<file path="src/rtl/divider.sv">
// divider: multicycle unsigned restoring divider, one quotient bit per clock,
// returning {remainder, quotient} with a busy/done handshake.
module divider #(
  parameter int WIDTH = 32,
  parameter logic [5:0] DIVU = 6'b011011
) (
  input  logic               clk,
  input  logic               reset,
  input  logic [WIDTH-1:0]   dataA,
  input  logic [WIDTH-1:0]   dataB,
  input  logic [5:0]         Signal,
  output logic [2*WIDTH-1:0] dataOut,
  output logic               busy,
  output logic               done
);
  localparam int CW = $clog2(WIDTH);
  typedef enum logic [1:0] {IDLE, RUN, DONE} state_t;
  state_t state_q, state_d;
  logic [2*WIDTH-1:0] r_q, r_d, out_q, out_d, t, r_step;
  logic [WIDTH-1:0] d_q, d_d;
  logic [CW-1:0] cnt_q, cnt_d;
  logic [WIDTH:0] diff;
  logic start, run, last;
  // R holds {partial remainder, dividend bits shifting out / quotient bits shifting in}
  always_comb begin
    t = r_q << 1;
    diff = {1'b0, t[2*WIDTH-1:WIDTH]} - {1'b0, d_q};
    r_step = diff[WIDTH] ? t : {diff[WIDTH-1:0], t[WIDTH-1:1], 1'b1};
    run = state_q == RUN;
    start = !run && Signal == DIVU;
    last = run && &cnt_q;
    state_d = start ? RUN : run ? (last ? DONE : RUN) : IDLE;
    r_d = start ? {{WIDTH{1'b0}}, dataA} : run ? r_step : r_q;
    d_d = start ? dataB : d_q;
    cnt_d = start ? '0 : run ? cnt_q + 1'b1 : cnt_q;
    out_d = last ? r_step : out_q;
  end
  always_ff @(posedge clk or posedge reset) begin
    if (reset) begin
      state_q <= IDLE;
      r_q <= '0;
      d_q <= '0;
      cnt_q <= '0;
      out_q <= '0;
    end else begin
      state_q <= state_d;
      r_q <= r_d;
      d_q <= d_d;
      cnt_q <= cnt_d;
      out_q <= out_d;
    end
  end
  assign dataOut = out_q;
  assign busy = state_q == RUN;
  assign done = state_q == DONE;
endmodule

</file>
<file path="config.mk">
export PLATFORM = sky130hd
export DESIGN_NAME = divider
export DESIGN_NICKNAME = d
export VERILOG_FILES = /design/src/rtl/divider.sv
export SDC_FILE = /design/constraint.sdc
export NUM_CORES = 1
export LEC_CHECK = 0
export CORE_AREA = 2 2 211 109
export CTS_CLUSTER_SIZE = 10
export DETAILED_ROUTE_END_ITERATION = 12
export DIE_AREA = 0 0 213 111
export PLACE_DENSITY = 0.67
export SLEW_MARGIN = 20
export SYNTH_ARGS = -nofsm -noshare
export SYNTH_HDL_FRONTEND = slang
export SYNTH_SLANG_ARGS = --single-unit
</file>
<file path="constraint.sdc">
create_clock -name clk -period 5.27 [get_ports clk]
set_input_delay 1.054 -clock clk [delete_from_list [all_inputs] [get_ports clk]]
set_output_delay 1.054 -clock clk [all_outputs]
set_load 0.01 [all_outputs]
</file>
==> results_dict.tcl, run 1 <==
set metrics [dict create \
    cts.repair.resized 0 \
    ios 138 \
    min-delay-path-class "flop to flop" \
    grt_use_total_pct 20.5 \
    drive_gt1_share_pct 4.81 \
    layout_common_cells "nand2_1, dfrtp_1, clkdlybuf4s50_1" \
    drt_first_pass_iters 5 \
    slew_headroom_pct 38.3 \
    tritoncts "yes" \
    drc_errors 0 \
    hold_depth 2 \
    wl_per_cell_um 16.2 \
    ys_async_sr_fraction_pct 100 \
    synth_edf_count 0 \
    hold_viol_final 0 \
    die_area_um2 23600 \
    hold_end "dataOut[28]" \
    worstMarginPinSlew_ps 925 \
    coreArea_um2 22100 \
    ys_seq_area_share_pct 48.3 \
    row_count 39 \
    reg2regPathDepth 13 \
    slowest_delay_ps 730 \
    grt_overflow 0 \
    clock-sinks 166 \
    critPathBufInv 2 \
    syn-num-nets 1111 \
    timing.rr.end "dataOut[42]" \
    critPathSlowestCell "a31oi_4" \
    cts_root_buf "clkbuf_16" \
    critPathCaptureType "flop" \
    critPathLaunchType "flop" \
    layout_commonest_cell "nand2_1" \
    crit_arrival_ps 4020 \
    crit_path_max_fanout 26 \
    status "finished clean" \
    first_iter_violations 631 \
    rsz0062_at_grt "no" \
    p_leak_nw 4.94 \
    setup_violations 0 \
    post-route-util_pct 49.3 \
    worstHoldStart "dataOut[28]" \
    period_share_pct 70.7 \
    htreeDepth 4 \
    dp_hpwl_um 15800 \
    clk_pin_slew_ps 60 \
    drv_cap 0 \
    clk_path_buf_depth 2 \
    fin_crit_ps 3720 \
    cp_cell_sequence "inv_1 > ha_1 > fa_1 > nor2b_1 > o21ai_0 > nand2b_1 > a21boi_2 > o2111ai_2 > a31oi_4 > buf_4 > nor2_1 > a21oi_1 > o21ai_1" \
    avgViaCountPerCell 5.11 \
    areaGrowthSynthToFinish_pct 26.8 \
    fin_skew_ps 8.10 \
    drt-total-wl_um 23200 \
    p_per_area_nw_per_um2 502 \
    synth_ff_type "dfrtp_1" \
    diodes 0 \
    grt_pass1_wl_um 38000 \
    ys_ff_latch 166 \
    die_x_um 213 \
    setup_tns_ps 0 \
    reg2reg_from "r_q[31]" \
    antenna_found_initial 0 \
    start_util_pct 38.9 \
    dieHeight_um 111 \
    nets 1216 \
    synthCells 1004 \
    ctsHoldBuffers 0 \
    synth_area_um2 8590 \
    gp_congestion 0.923 \
    slew_violations 0 \
    ir_drop_uv 203 \
    port-buffer-count 137 \
    postRouteAntennaNets 0 \
    grt_max_degree 167 \
    cp.required_ps 5570 \
    grt_pass1_vias 6984 \
    cts_buffers 17 \
    insertion_delay_ps 440 \
    worstSetupPathType "flop to flop" \
    critPathTopFamily "compound AO/OA/AOI/OAI gates" \
    rrSetupSlack_ps 1550 \
    synth_cell_type_count 53 \
    fmax_mhz 269 \
    vias 7299 \
    postCtsSetupRepairBufs 0 \
    yosysWarnings 0 \
    syn_avg_cell_area_um2 8.56 \
]
==> cells by family (layout without fill, tap and decap cells) <==
logic type                 Yosys count  after routing  synth area share (%)
AOI/OAI and AO/OA                  253            253                  17.7
xor gates and xnor gates            24             24                  2.45
adders and majority gates           35             35                  5.18
buffers and inverters              101            219                  4.86
DFF                                166            166                  48.3
muxes                               15             15                  1.79
and+or+nand+nor                    410            410                  19.7
==> through the flow <==
step / power (mW) / setup WS [ps] / std cells / hold WS (ps) / cell area [µm²]
after floorplan: 3.34 / 2100 / 1004 / 461 / 8600
after global placement: 3.92 / 1560 / 1397 / 461 / 10200
after detailed placement: 3.97 / 1490 / 1397 / 462 / 10200
after CTS: 5.48 / 1550 / 1429 / 479 / 10900
after global routing: 5.86 / 1220 / 1429 / 504 / 10900
final: 5.47 / 1550 / 1429 / 475 / 10900
==> flip-flops by register name, summed over array words and instances (netlist names) <==
signal   flops
cnt_q        5
d_q         32
dataOut     64
r_q         63
state_q      2
==> worst max-delay path by stage <==
stage / from / to / cells after the start
6_report: r_q[31] / dataOut[42] / 13
5_1_grt: r_q[31] / r_q[45] / 13
4_1_cts: r_q[31] / dataOut[32] / 12
3_5_place_dp: Signal[4] / d_q[17] / 8
3_3_place_gp: Signal[4] / d_q[24] / 7
2_1_floorplan: reset / cnt_q[0] / 1
==> layout make-up <==
cell class | count | area [µm²]
clock inverters | 13 | 250
well taps | 307 | 384
clock buffers | 19 | 443
fillers | 2141 | 11200
inverters | 42 | 161
repair buffers | 145 | 1440
multi-input cells | 737 | 4060
flip-flops and latches | 166 | 4150
==> where the power goes <==
part	total (mW)	switching [mW]	internal, mW
Combinational	2.12	1.27	0.851
Sequential	1.87	0.242	1.63
Clock	1.48	0.532	0.949
Total	5.47	2.04	3.43
==> worst min-delay path: cells and delay by family, from the launching register on <==
family | cells | cell delay (ps)
flops | 1 | 340
simple gates | 2 | 100
==> cells in the mapped netlist, drive strengths merged (7+ instances only) <==
cell type / instances / share of area (%)
clkbuf: 46 / 2.0
inv: 42 / 1.8
a21oi: 46 / 2.7
nor2b: 7 / 0.51
a31oi: 36 / 2.8
ha: 34 / 4.9
o21ai: 112 / 6.5
buf: 13 / 1.0
dfrtp: 166 / 48
mux2i: 12 / 1.4
nor2: 69 / 3.0
xor2: 12 / 1.2
nor3: 10 / 0.58
a21o: 16 / 1.4
nand2: 257 / 11
xnor2: 12 / 1.2
nand3: 41 / 2.4
and3: 10 / 0.73
==> per-layer routing <==
metal	share of wire [%]	GRT usage, %	up-vias	routed length [µm]
met5	0	0	-	0
met4	0.83	4.80	0	193
met3	6.1	4.96	14	1410
met2	38	26.5	207	8800
met1	55	33.4	3444	12800
li1	-	-	3634	-
No activity file was read; power rests on OpenSTA's default activity.
==> run 2, diff against run 1 <==
--- a/config.mk
+++ b/config.mk
@@ -9,7 +9,7 @@
 export CTS_CLUSTER_SIZE = 10
 export DETAILED_ROUTE_END_ITERATION = 12
 export DIE_AREA = 0 0 213 111
-export PLACE_DENSITY = 0.67
+export PLACE_DENSITY = 0.65
 export SLEW_MARGIN = 20
 export SYNTH_ARGS = -nofsm -noshare
 export SYNTH_HDL_FRONTEND = slang
==> constraint.sdc (replaced) <==
create_clock -name clk -period 3.55 [get_ports clk]
set_input_delay 0.71 -clock clk [delete_from_list [all_inputs] [get_ports clk]]
set_output_delay 0.71 -clock clk [all_outputs]
set_load 0.01 [all_outputs]
==> results_dict.tcl, run 2 (synthesis results as in run 1) <==
set metrics [dict create \
    grt_pass1_vias 6955 \
    drt-total-wl_um 23600 \
    slew_violations 0 \
    die_area_um2 23600 \
    drv_cap 0 \
    gp_congestion 0.925 \
    drc_errors 0 \
    cts_root_buf "clkbuf_16" \
    dpl.cell_count 1408 \
    clk_path_buf_depth 2 \
    ir_drop_uv 385 \
    cts_buffers 17 \
    fin_skew_ps 11.0 \
    stdcell_count 1440 \
    htreeDepth 4 \
    coreArea_um2 22100 \
    clock-sinks 166 \
    areaGrowthSynthToFinish_pct 26.7 \
    critPathSlowestCell "a31oi_4" \
    dp_hpwl_um 16800 \
    worstSetupPathType "flop to flop" \
    die_x_um 213 \
    post-route-util_pct 49.3 \
    worstMarginPinSlew_ps 792 \
    grt_overflow 0 \
    crit_arrival_ps 3580 \
    fmax_mhz 305 \
    hold_viol_final 0 \
    cp_cell_sequence "ha_1 > a21oi_1 > nor2_1 > or3b_1 > o211ai_2 > o2111ai_2 > a31oi_4 > buf_12 > mux2i_1 > o21ai_0" \
    dieHeight_um 111 \
    status "finished clean" \
    largest_reg_flops 64 \
    slowest_delay_ps 440 \
    setup_violations 0 \
    critPathLaunchType "flop" \
    fin_crit_ps 3280 \
    rsz0062_at_grt "no" \
    layout_common_cells "nand2_1, dfrtp_1, clkdlybuf4s50_1" \
    p_leak_nw 4.94 \
    layout_commonest_cell "nand2_1" \
    grt_pass1_wl_um 38200 \
    port-buffer-count 137 \
    tritoncts "yes" \
    crit_path_max_fanout 37 \
    postRouteAntennaNets 0 \
    cp.required_ps 3850 \
    clk_pin_slew_ps 60 \
    critPathCaptureType "flop" \
    nets 1227 \
    ios 138 \
    drive_gt1_share_pct 5.47 \
    slew_headroom_pct 47.1 \
    postCtsSetupRepairBufs 0 \
    ctsHoldBuffers 0 \
    start_util_pct 38.9 \
    min-delay-path-class "flop to flop" \
    nFillCells 2109 \
    grt_use_total_pct 20.7 \
    setup_tns_ps 0 \
    regArea_um2 4150 \
    drt_first_pass_iters 5 \
    vias 7406 \
    first_iter_violations 670 \
    p_per_area_nw_per_um2 715 \
    row_count 39 \
    antenna_found_initial 0 \
    avgViaCountPerCell 5.14 \
    cts.repair.resized 0 \
    diodes 0 \
    insertion_delay_ps 440 \
    grt_max_degree 66 \
    wl_per_cell_um 16.4 \
    period_share_pct 92.3 \
    multi_input_area_um2 4060 \
]
==> run 2: cell count changes in the layout (fill, tap and decap cells not counted), sizes merged <==
cell / change
clkinvlp: +4
inv: +1
clkinv: -2
clkbuf: +3
buf: +11
bufinv: -6
==> run 2: layout make-up <==
cell class / count / area share [%]
Clock inverter: 10 / 0.908
Tap cell: 307 / 3.53
Timing Repair Buffer: 156 / 14.5
Inverter: 42 / 1.48
Sequential cell: 166 / 38.2
Clock buffer: 22 / 4.17
Multi-Input combinational cell: 737 / 37.3
==> run 2: power by group <==
| group | switching (mW) | internal (mW) |
|---|---|---|
| sequential | 0.360 | 2.41 |
| clock | 0.799 | 0.988 |
| combinational | 1.91 | 1.31 |
==> run 2: worst max-delay path: cells and delay by family, from the launching register on <==
kind | cells | cell delay (ps)
fa+ha+maj | 1 | 410
buf+inv | 1 | 260
simple gates | 2 | 470
flops | 1 | 400
mux | 1 | 400
compound gates | 5 | 1200
==> run 2: final timing paths <==
| check | start | to | slack [ps] | depth (start not counted) |
|---|---|---|---|---|
| setup / recovery | r_q[44] | dataOut[59] | 270 | 10 |
| hold / removal | dataOut[17] | dataOut[17] | 470 | 2 |
| setup reg to reg | r_q[44] | dataOut[59] | 270 | 10 |
| hold reg to reg | dataOut[17] | dataOut[17] | 470 | 2 |
| max in group asynchronous | reset | dataOut[33] | 2070 | 3 |
| min in group asynchronous | reset | dataOut[15] | 770 | 2 |
==> run 2: metrics by stage <==
step	total power, mW	setup WS (ps)	cell area (µm²)	hold slack [ps]
after global placement	5.90	388	10300	460
after CTS	7.78	282	10900	478
after detailed placement	5.95	293	10300	461
final	7.78	273	10900	471
after floorplan	4.96	727	8600	461
after global routing	8.34	88.7	10900	493
==> run 2: routing by layer <==
layer / global-route usage [%] / vias to the layer above / wire length, µm
li1: - / 3651 / -
met1: 34.4 / 3529 / 13000
met2: 25.8 / 210 / 8850
met3: 5.10 / 16 / 1510
met4: 5.03 / 0 / 206
met5: 0 / - / 0
